## src/rtl/pipe_hazard_ctrl_if.sv

```systemverilog
// Hazard-controller bundle: ID/EXE/MEM register-use info in, pipeline controls,
// forwarding selects, FSM state and performance counters out.
interface pipe_hazard_ctrl_if #(
    parameter int CNT_W = 16
);
    logic [4:0]       id_rs;
    logic [4:0]       id_rt;
    logic             id_use_rs;
    logic             id_use_rt;
    logic [4:0]       exe_rn;
    logic [4:0]       mem_rn;
    logic             exe_wreg;
    logic             mem_wreg;
    logic             exe_m2reg;
    logic             mem_m2reg;
    logic [1:0]       pcsource;
    logic             ext_stall;

    logic             wpcir;
    logic             id_bubble;
    logic             if_flush;
    logic             pipe_hold;
    logic [1:0]       fwda;
    logic [1:0]       fwdb;
    logic [CNT_W-1:0] cycle_cnt;
    logic [CNT_W-1:0] stall_cnt;
    logic [CNT_W-1:0] flush_cnt;
    logic [1:0]       state;

    // Pipeline side: supplies register-use info, consumes the controls.
    modport master (
        output id_rs, id_rt, id_use_rs, id_use_rt,
        output exe_rn, mem_rn, exe_wreg, mem_wreg, exe_m2reg, mem_m2reg,
        output pcsource, ext_stall,
        input  wpcir, id_bubble, if_flush, pipe_hold, fwda, fwdb,
        input  cycle_cnt, stall_cnt, flush_cnt, state
    );

    modport slave (
        input  id_rs, id_rt, id_use_rs, id_use_rt,
        input  exe_rn, mem_rn, exe_wreg, mem_wreg, exe_m2reg, mem_m2reg,
        input  pcsource, ext_stall,
        output wpcir, id_bubble, if_flush, pipe_hold, fwda, fwdb,
        output cycle_cnt, stall_cnt, flush_cnt, state
    );
endinterface

```

## src/rtl/pipe_hazard_ctrl.sv

```systemverilog
// Five-stage pipeline hazard control: forwarding, load-use stall, branch flush, freeze.
// Controls are zero-latency combinational; state and saturating counters update on the edge.
module pipe_hazard_ctrl #(
    parameter int CNT_W = 16
) (
    input  logic Clock,
    input  logic Resetn,
    pipe_hazard_ctrl_if.slave hz
);
    typedef enum logic [1:0] {
        RUN      = 2'b00,
        LU_STALL = 2'b01,
        FREEZE   = 2'b10
    } state_t;

    state_t           state;
    logic [CNT_W-1:0] cycle_cnt;
    logic [CNT_W-1:0] stall_cnt;
    logic [CNT_W-1:0] flush_cnt;

    logic             lu_hazard;
    logic [1:0]       fwd_rs;
    logic [1:0]       fwd_rt;
    logic             wpcir;
    logic             id_bubble;
    logic             if_flush;
    logic             pipe_hold;
    logic [1:0]       fwda;
    logic [1:0]       fwdb;

    // A load in EXE cannot forward yet; only ALU results are taken from EXE.
    function automatic logic [1:0] fwd_sel(
        input logic       use_r,
        input logic [4:0] r,
        input logic [4:0] e_rn,
        input logic       e_wreg,
        input logic       e_m2reg,
        input logic [4:0] m_rn,
        input logic       m_wreg,
        input logic       m_m2reg
    );
        logic [1:0] sel;
        sel = 2'b00;
        if (use_r) begin
            if (e_wreg && !e_m2reg && e_rn != 5'd0 && e_rn == r)
                sel = 2'b01;
            else if (m_wreg && m_rn != 5'd0 && m_rn == r)
                sel = m_m2reg ? 2'b11 : 2'b10;
        end
        return sel;
    endfunction

    always_comb begin
        fwd_rs = fwd_sel(hz.id_use_rs, hz.id_rs, hz.exe_rn, hz.exe_wreg, hz.exe_m2reg,
                         hz.mem_rn, hz.mem_wreg, hz.mem_m2reg);
        fwd_rt = fwd_sel(hz.id_use_rt, hz.id_rt, hz.exe_rn, hz.exe_wreg, hz.exe_m2reg,
                         hz.mem_rn, hz.mem_wreg, hz.mem_m2reg);
        lu_hazard = hz.exe_wreg && hz.exe_m2reg && hz.exe_rn != 5'd0 &&
                    ((hz.id_use_rs && hz.exe_rn == hz.id_rs) ||
                     (hz.id_use_rt && hz.exe_rn == hz.id_rt));
    end

    // Freeze beats load-use, which beats flush: a stalled branch re-resolves next cycle.
    always_comb begin
        wpcir     = 1'b1;
        id_bubble = 1'b0;
        if_flush  = 1'b0;
        pipe_hold = 1'b0;
        fwda      = fwd_rs;
        fwdb      = fwd_rt;
        if (Resetn) begin
            fwda = 2'b00;
            fwdb = 2'b00;
        end else if (hz.ext_stall) begin
            pipe_hold = 1'b1;
            wpcir     = 1'b0;
        end else if (lu_hazard) begin
            wpcir     = 1'b0;
            id_bubble = 1'b1;
        end else begin
            if_flush  = (hz.pcsource != 2'b00);
        end
    end

    always_ff @(posedge Clock) begin
        if (Resetn) begin
            state     <= RUN;
            cycle_cnt <= '0;
            stall_cnt <= '0;
            flush_cnt <= '0;
        end else begin
            if (hz.ext_stall)
                state <= FREEZE;
            else if (lu_hazard)
                state <= LU_STALL;
            else
                state <= RUN;

            if (cycle_cnt != '1)
                cycle_cnt <= cycle_cnt + 1'b1;
            if (!wpcir && stall_cnt != '1)
                stall_cnt <= stall_cnt + 1'b1;
            if (if_flush && flush_cnt != '1)
                flush_cnt <= flush_cnt + 1'b1;
        end
    end

    assign hz.wpcir     = wpcir;
    assign hz.id_bubble = id_bubble;
    assign hz.if_flush  = if_flush;
    assign hz.pipe_hold = pipe_hold;
    assign hz.fwda      = fwda;
    assign hz.fwdb      = fwdb;
    assign hz.cycle_cnt = cycle_cnt;
    assign hz.stall_cnt = stall_cnt;
    assign hz.flush_cnt = flush_cnt;
    assign hz.state     = state;
endmodule

```

## src/flat_wrapper.sv

```systemverilog
// flat-port wrapper written by rule: the top's interface ports become plain ports
module pipe_hazard_ctrl_flat 
#(
    parameter int CNT_W = 16
)
  (Clock, Resetn, hz_id_rs, hz_id_rt, hz_id_use_rs, hz_id_use_rt, hz_exe_rn, hz_mem_rn, hz_exe_wreg, hz_mem_wreg, hz_exe_m2reg, hz_mem_m2reg, hz_pcsource, hz_ext_stall, hz_wpcir, hz_id_bubble, hz_if_flush, hz_pipe_hold, hz_fwda, hz_fwdb, hz_cycle_cnt, hz_stall_cnt, hz_flush_cnt, hz_state);
  pipe_hazard_ctrl_if #(.CNT_W(CNT_W)) hz_i ();
  input  logic Clock;
  input  logic Resetn;
  input wire logic [$bits(hz_i.id_rs)-1:0] hz_id_rs;
  input wire logic [$bits(hz_i.id_rt)-1:0] hz_id_rt;
  input wire logic [$bits(hz_i.id_use_rs)-1:0] hz_id_use_rs;
  input wire logic [$bits(hz_i.id_use_rt)-1:0] hz_id_use_rt;
  input wire logic [$bits(hz_i.exe_rn)-1:0] hz_exe_rn;
  input wire logic [$bits(hz_i.mem_rn)-1:0] hz_mem_rn;
  input wire logic [$bits(hz_i.exe_wreg)-1:0] hz_exe_wreg;
  input wire logic [$bits(hz_i.mem_wreg)-1:0] hz_mem_wreg;
  input wire logic [$bits(hz_i.exe_m2reg)-1:0] hz_exe_m2reg;
  input wire logic [$bits(hz_i.mem_m2reg)-1:0] hz_mem_m2reg;
  input wire logic [$bits(hz_i.pcsource)-1:0] hz_pcsource;
  input wire logic [$bits(hz_i.ext_stall)-1:0] hz_ext_stall;
  output wire logic [$bits(hz_i.wpcir)-1:0] hz_wpcir;
  output wire logic [$bits(hz_i.id_bubble)-1:0] hz_id_bubble;
  output wire logic [$bits(hz_i.if_flush)-1:0] hz_if_flush;
  output wire logic [$bits(hz_i.pipe_hold)-1:0] hz_pipe_hold;
  output wire logic [$bits(hz_i.fwda)-1:0] hz_fwda;
  output wire logic [$bits(hz_i.fwdb)-1:0] hz_fwdb;
  output wire logic [$bits(hz_i.cycle_cnt)-1:0] hz_cycle_cnt;
  output wire logic [$bits(hz_i.stall_cnt)-1:0] hz_stall_cnt;
  output wire logic [$bits(hz_i.flush_cnt)-1:0] hz_flush_cnt;
  output wire logic [$bits(hz_i.state)-1:0] hz_state;
  assign hz_i.id_rs = hz_id_rs;
  assign hz_i.id_rt = hz_id_rt;
  assign hz_i.id_use_rs = hz_id_use_rs;
  assign hz_i.id_use_rt = hz_id_use_rt;
  assign hz_i.exe_rn = hz_exe_rn;
  assign hz_i.mem_rn = hz_mem_rn;
  assign hz_i.exe_wreg = hz_exe_wreg;
  assign hz_i.mem_wreg = hz_mem_wreg;
  assign hz_i.exe_m2reg = hz_exe_m2reg;
  assign hz_i.mem_m2reg = hz_mem_m2reg;
  assign hz_i.pcsource = hz_pcsource;
  assign hz_i.ext_stall = hz_ext_stall;
  assign hz_wpcir = hz_i.wpcir;
  assign hz_id_bubble = hz_i.id_bubble;
  assign hz_if_flush = hz_i.if_flush;
  assign hz_pipe_hold = hz_i.pipe_hold;
  assign hz_fwda = hz_i.fwda;
  assign hz_fwdb = hz_i.fwdb;
  assign hz_cycle_cnt = hz_i.cycle_cnt;
  assign hz_stall_cnt = hz_i.stall_cnt;
  assign hz_flush_cnt = hz_i.flush_cnt;
  assign hz_state = hz_i.state;
  pipe_hazard_ctrl #(.CNT_W(CNT_W)) u_core (.Clock(Clock), .Resetn(Resetn), .hz(hz_i));
endmodule
```

## config.mk

```make
export PLATFORM = sky130hd
export DESIGN_NAME = pipe_hazard_ctrl_flat
export DESIGN_NICKNAME = d
export VERILOG_FILES = /design/src/rtl/pipe_hazard_ctrl_if.sv /design/src/rtl/pipe_hazard_ctrl.sv /design/src/flat_wrapper.sv
export SDC_FILE = /design/constraint.sdc
export NUM_CORES = 1
export LEC_CHECK = 0
export CAP_MARGIN = 20
export CORE_MARGIN = 10
export CORE_UTILIZATION = 60
export DETAILED_ROUTE_END_ITERATION = 8
export DONT_BUFFER_PORTS = 1
export PLACE_DENSITY = 0.83
export SYNTH_ARGS = -nofsm -noshare
export SYNTH_HDL_FRONTEND = slang
export SYNTH_SLANG_ARGS = --single-unit
```

## constraint.sdc

```tcl
create_clock -name Clock -period 3.04 [get_ports Clock]
set_input_delay 0.304 -clock Clock [delete_from_list [all_inputs] [get_ports Clock]]
set_output_delay 0.304 -clock Clock [all_outputs]
set_load 0.1 [all_outputs]
```

== After elaboration in Yosys (flattened, before gate mapping) ==
Index checks and enable logic that the tools add are counted.
Word-level totals
  register bits after elaboration: 50
  word-level logic and storage cells: 58
  bits of input ports: 31
  output and inout port bits: 58
Operators by class
  add/sub/neg operators: 3
  eq/ne operators: 7
  mux-type cells: 22
  reduce and logical (&&, ||, !) cells: 21
Operators with widths (number)
  adder 16 x 1 -> 16 bit, second input constant: 3
  inequality test 16 bit, second input constant: 3
  equality test 5 bit: 4
  2-to-1 mux 2 bit: 9
  logical AND 1 bit: 14
  2-to-1 mux 1 bit: 13
  nonzero test 5 bit: 2
  logical NOT 1 bit: 2
  nonzero test 2 bit: 1
  OR reduction 2 bit: 1
  logical OR 1 bit: 1

== Logic depth before layout (Yosys ltp) ==
Gate-level depths: netlist of the first run.
  depth in word-level cells: 9
  depth in mapped cells: 9
  mapped depth without buffers: 7

== Worst setup path after synthesis of the first run ==
Ideal clock, no wire load.
  path type: input port to output port
  start point: in hz_exe_rn[3]
  end point: out hz_fwdb[0]
  arrival time: 3.002 ns
  required time: 2.736 ns
  stages: 4
  slack: -0.266 ns
  cell sequence: xor2_1 -> nor3_1 -> nand2_1 -> o31ai_1
Between the ends
  word-level cells in the longest chain between the ends: 6
  elaborated cells between the ends (all ways): 7
  classes of those cells: eq/ne (1); mux (3); reduce/logical (3)
RTL lines
  from (decl): line flat_wrapper.sv:14  | input wire logic [$bits(hz_i.exe_rn)-1:0] hz_exe_rn;
  nonzero test 5 bit: line pipe_hazard_ctrl.sv:45  | if (e_wreg && !e_m2reg && e_rn != 5'd0 && e_rn == r)
  logical AND 1 bit: line pipe_hazard_ctrl.sv:45
  logical AND 1 bit *: line pipe_hazard_ctrl.sv:45
  2-to-1 mux 2 bit *: line pipe_hazard_ctrl.sv:45
  2-to-1 mux 2 bit *: line pipe_hazard_ctrl.sv:44  | if (use_r) begin
  2-to-1 mux 2 bit *: line pipe_hazard_ctrl.sv:71  | if (Resetn) begin
  to (decl): line flat_wrapper.sv:27  | output wire logic [$bits(hz_i.fwdb)-1:0] hz_fwdb;
Every way passes the cells marked *; elsewhere a longest branch is shown, timed or not.

== Final worst setup path of the first run ==
  start point: in hz_exe_rn[1]
  end point: out hz_if_flush
Between the ends
  word-level cells in the longest chain between the ends: 7
  elaborated cells between the ends (all ways): 11
  classes of those cells: eq/ne (2); mux (3); reduce/logical (6)
RTL lines
  equality test 5 bit (on tied branches): line pipe_hazard_ctrl.sv:59, pipe_hazard_ctrl.sv:60
  logical AND 1 bit (on tied branches): line pipe_hazard_ctrl.sv:59, pipe_hazard_ctrl.sv:60
  logical OR 1 bit: line pipe_hazard_ctrl.sv:59  | ((hz.id_use_rs && hz.exe_rn == hz.id_rs) ||
  logical AND 1 bit *: line pipe_hazard_ctrl.sv:58  | lu_hazard = hz.exe_wreg && hz.exe_m2reg && hz.exe_rn != 5'd0 &&
  2-to-1 mux 1 bit *: line pipe_hazard_ctrl.sv:77  | end else if (lu_hazard) begin
  2-to-1 mux 1 bit *: line pipe_hazard_ctrl.sv:74  | end else if (hz.ext_stall) begin
  2-to-1 mux 1 bit *: line pipe_hazard_ctrl.sv:71
  to (decl): line flat_wrapper.sv:24  | output wire logic [$bits(hz_i.if_flush)-1:0] hz_if_flush;
Marked as above.

==> results.cfg, run 1 <==
[setup_path]
cp_max_fo = 32
regToRegSetupSlack_ns = 0.71
worstPathRequired_ns = 2.74
crit_path_start_kind = input port
endpoint_kind = output pin
critical_path_arrival_ns = 2.26
critPathKind = in2out

[timing]
fmax_mhz = 390
setup_tns_ns = 0
post-route-period-util_pct = 84.3
hold_viol = 0
worstMarginPinSlew_ns = 0.943
slew_violations = 0
clock_skew_ns = 0.00798
fin_hold_ws_ns = 0.0678
setup_viol = 0
min_period_ns = 2.56
slew_headroom_pct = 37.1
rsz0062_at_grt = false

[power_and_ir_drop]
p_int_uw = 864
p_leak_uw = 0.00120
seqPwrFrac_pct = 56.0
switching_share_pct = 27.9
p_clk_share_pct = 30.4
p_comb_share_pct = 13.6
p_per_area_nw_per_um2 = 360
p_total_uw = 1200
power.switching_uw = 335
peakVddDrop_uv = 315

[route]
drt_wl_total_um = 7520
first_pass_iters = 5
initialDrtViolationCount = 136
via_count = 2817
avgRoutedWirePerCell_um = 17.0
vias_per_cell = 6.37
drcViolationCount = 0
postRouteAntennaNets = 0

[logic_synthesis]
synth_top_area_share_pct = 35.7
ys_seq_area_share_pct = 35.7
synthArstFlopShare_pct = 0
ys_types = 43
ys.flop_type = dfxtp_1
syn-mean-instance-area_um2 = 8.28
synthTopCellsByCount = dfxtp_1, nand2_1, nand3_1
synth.most_common_cell = dfxtp_1
ys_ff_latch = 50
netlist_area_um2 = 2810
yosys-top-cells-area = dfxtp_1, xnor2_1, xor2_1
synth_enable_flop_cells = 0
synth_top_cell_by_area = dfxtp_1
netlist_instances = 339
syn_nets = 373
yosys_warnings = 0

[clock_tree]
cts_max_level = 2
cts_inserted_buffers = 5
tritoncts = built
clk_pin_slew_ns = 0.09
cts.sinks = 50
clockBufferDepth = 2
cts_setup_buffers = 0
cts-root-buf = clkbuf_8
cts_hold_buf = 0
clock_latency_ns = 0.29
cts_resized = 0

[cells_and_area]
area_delta_synth_final_pct = 18.8
n_antenna_cell = 0
drive_gt1_share_pct = 20.3
final_util_pct = 75.0
num-fill-cells = 332
layout.nets = 424

[floorplan]
die_x_um = 88.4
die_h_um = 88.4
io_pins = 89
initial_core_util_pct = 63.1
die-area_um2 = 7810
rows = 24
coreArea_um2 = 4440

[status]
status = completed

[grt]
grt_pass1_vias = 2630
antenna_found_initial = 0
grt_first_pass_wirelength_um = 12400
grt_max_degree = 52
grt_overflow_total = 0
grt_usage_pct = 18.9

[flow_run]
cap_viol_max_count = 0

[placement]
dp_hpwl_um = 5710
portBuffers = 0
place.gp.congestion = 0.952

[hold_path]
hold_class = in2reg
==> area by class of cell <==
cell class,count,area (µm²),area share (%)
multi-input cells,268,1730,51.8
clock inverters,1,7.51,0.225
repair buffers,58,435,13.1
clock buffers,6,72.6,2.18
flip-flops and latches,50,1000,30.0
inverters,7,26.3,0.788
well taps,52,65.1,1.95
==> power by group through the flow <==
stage                     Combinational, µW  Sequential (µW)  Clock, µW
final                                   163              671        365
after CTS                               163              672        372
after global placement                  160              687          0
after global routing                    175              672        394
after floorplan                        93.4              736          0
after detailed placement                162              687          0
==> through the flow <==
| step | setup slack [ns] | cells | instance area, µm² |
|---|---|---|---|
| final | 0.477 | 442 | 3330 |
| after global routing | 0.358 | 442 | 3330 |
| after CTS | 0.467 | 442 | 3330 |
| after detailed placement | 0.425 | 435 | 3250 |
| after global placement | 0.492 | 435 | 3250 |
| after floorplan | 0.134 | 339 | 2810 |
==> path summary, 6_finish.rpt <==
kind | startpoint | end | cells past startpoint
worst min register to register | u_core.hz.flush_cnt[5] | u_core.hz.flush_cnt[5] | 1
worst max register to register | u_core.hz.stall_cnt[1] | u_core.hz.stall_cnt[4] | 7
worst min-delay path | Resetn | u_core.hz.flush_cnt[11] | 1
worst max-delay path | hz_exe_rn[1] | hz_if_flush | 6
==> placed cells by master, fill, tap and decap left out, types with 9 or more instances in the layout <==
cell type   n
nor3_1     13
or4_1      14
xnor2_1    16
nand4_1    10
xor2_1     14
nor2_1     23
nand2_1    31
a21oi_1    18
o21ai_0    11
dfxtp_1    50
or3_1       9
nand3_1    24
buf_4      58
o31ai_1    10
==> critical path: stages <==
cell and delay [ns]:
or4_1 0.55, or2_1 0.25, and3_4 0.19, a21o_1 0.47, inv_1 0.18, buf_4 0.31
==> state kept, by name, indices dropped and copies added, names as in the netlist <==
register	flops
u_core.hz.flush_cnt	16
u_core.hz.state	2
u_core.hz.stall_cnt	16
u_core.hz.cycle_cnt	16
==> cells by family after synthesis <==
family                     after synthesis  share of synthesized area, %
AOI/OAI and AO/OA                       76                          19.4
xor gates and xnor gates                30                          9.36
adders and majority gates                3                          1.34
buffers and inverters                   21                          3.66
DFF                                     50                          35.7
muxes                                    2                         0.713
and+or+nand+nor                        157                          29.9
==> per-layer routing <==
layer / track usage, % / vias up / wire (µm)
met1: 22.6 / 1324 / 3050
met3: 5.88 / 10 / 724
met2: 31.9 / 95 / 3670
met5: 0 / - / 0
li1: - / 1388 / -
met4: 5.43 / 0 / 72
Note: power is estimated with default switching activity, not from simulation.
==> run 2, diff against run 1 <==
Settings changed: CORE_UTILIZATION 60 to 57, PLACE_DENSITY 0.83 to 0.82.
Clock period 3.04 ns to 2.3 ns, I/O delays scaled along.
==> run 2 against run 1 <==
- global-route usage rose by 0.82 points
- sequential power grew 31%
- clock skew down 0.0029 ns
- sequential share of layout area shrank 0.28 points
- first-iteration DRC count shrank 18%
- non-clock buffer count increased by 10
- critical path depth is 1 higher
- clock-buffer cell count is 2 higher
- power grew 41%
- largest power group unchanged
==> results.cfg, run 2 (same netlist as run 1, synthesis figures left out) <==
[clock_tree]
cts_setup_buffers = 0
clockBufferDepth = 2
cts_max_level = 2
cts_inserted_buffers = 5
clk_pin_slew_ns = 0.08
tritoncts = built
cts.sinks = 50
cts-root-buf = clkbuf_8
clock_latency_ns = 0.29

[setup_path]
crit_path_start_kind = input port
cp_max_fo = 13
critical_path_arrival_ns = 2.00
critPathKind = in2out
endpoint_kind = output pin
worstPathRequired_ns = 2.07

[route]
postRouteAntennaNets = 0
drt_wl_total_um = 8320
vias_per_cell = 6.27
initialDrtViolationCount = 112
first_pass_iters = 5
avgRoutedWirePerCell_um = 17.8
drcViolationCount = 0
via_count = 2935

[timing]
slew_violations = 0
min_period_ns = 2.23
rsz0062_at_grt = false
setup_viol = 0
post-route-period-util_pct = 96.9
hold_viol = 0
slew_headroom_pct = 66.3
clock_skew_ns = 0.00508
worstMarginPinSlew_ns = 0.509
fmax_mhz = 449
setup_tns_ns = 0

[flow_run]
cap_viol_max_count = 0

[grt]
grt_max_degree = 29
grt_overflow_total = 0
antenna_found_initial = 0
grt_pass1_vias = 2826
grt_first_pass_wirelength_um = 13800
grt_usage_pct = 19.7

[floorplan]
die_x_um = 90.2
rows = 25
die-area_um2 = 8130
coreArea_um2 = 4750
io_pins = 89
initial_core_util_pct = 59.0
die_h_um = 90.2

[hold_path]
hold_class = in2reg

[cells_and_area]
n_antenna_cell = 0
instances_no_fill = 468
fin_area_um2 = 3610
final_util_pct = 75.8
reg_top3 = u_core.hz.cycle_cnt x16, u_core.hz.flush_cnt x16, u_core.hz.stall_cnt x16
area_delta_synth_final_pct = 28.5
layout_common_cells = buf_4, dfxtp_2, nand2_1, nand3_1, nor2_1
layout_commonest_cell = buf_4
drive_gt1_share_pct = 34.2
layout.nets = 434

[power_and_ir_drop]
peakVddDrop_uv = 332
p_leak_uw = 0.00130
p_per_area_nw_per_um2 = 470
p_total_uw = 1690

[placement]
place.gp.congestion = 0.863
portBuffers = 0
placed_cells = 457
dp_hpwl_um = 6190
place_area_um2 = 3440

[status]
status = completed
==> run 2: cell type report <==
type                            count  area, µm²
Timing Repair Buffer               68        577
Sequential cell                    50       1070
Fill cell                         372       1150
Clock buffer                        8        101
Inverter                            7       30.0
Tap cell                           67       83.8
Multi-Input combinational cell    268       1740
==> run 2: worst paths after layout <==
| kind | start | end | slack [ns] | cells after the start |
|---|---|---|---|---|
| worst max-delay path | hz_exe_rn[1] | hz_if_flush | 0.07 | 7 |
| worst min-delay path | Resetn | u_core.hz.flush_cnt[12] | 0.02 | 1 |
| worst max register to register | u_core.hz.stall_cnt[0] | u_core.hz.stall_cnt[8] | 0.28 | 7 |
| worst min register to register | u_core.hz.flush_cnt[5] | u_core.hz.flush_cnt[5] | 0.49 | 1 |
==> run 2: layer usage <==
| metal | global-route usage, % | up-vias | part of all wire, % |
|---|---|---|---|
| li1 | - | 1408 | - |
| met3 | 6.98 | 12 | 9.7 |
| met1 | 21.1 | 1402 | 38 |
| met5 | 0 | - | 0 |
| met2 | 35.7 | 113 | 51 |
| met4 | 5.57 | 0 | 1.3 |
==> run 2: power by group <==
part | internal, µW | total (µW) | switching (µW)
Clock | 282 | 560 | 278
Combinational | 76.9 | 257 | 180
Sequential | 870 | 876 | 6.18
==> run 2: per-stage QoR <==
step	worst slack [ns]	hold slack, ns
5_1_grt	0.0111	0.00648
3_5_place_dp	-0.0380	0.299
4_1_cts	0.0414	0.0141
3_3_place_gp	0.0164	0.297
2_1_floorplan	0.00258	0.358
6_report	0.0710	0.0218
==> run 2: timing repair <==
action,CTS,global route
hold buffers,2,0
gates resized for setup,1,2
setup endpoints to repair,1,2
endpoints found under the hold margin,28,0
==> run 2: critical path: stages <==
cell and delay (ns):
or4_1 0.54, or2_1 0.25, and3_4 0.19, a21o_2 0.30
buf_4 0.19, clkinvlp_4 0.08, buf_6 0.22
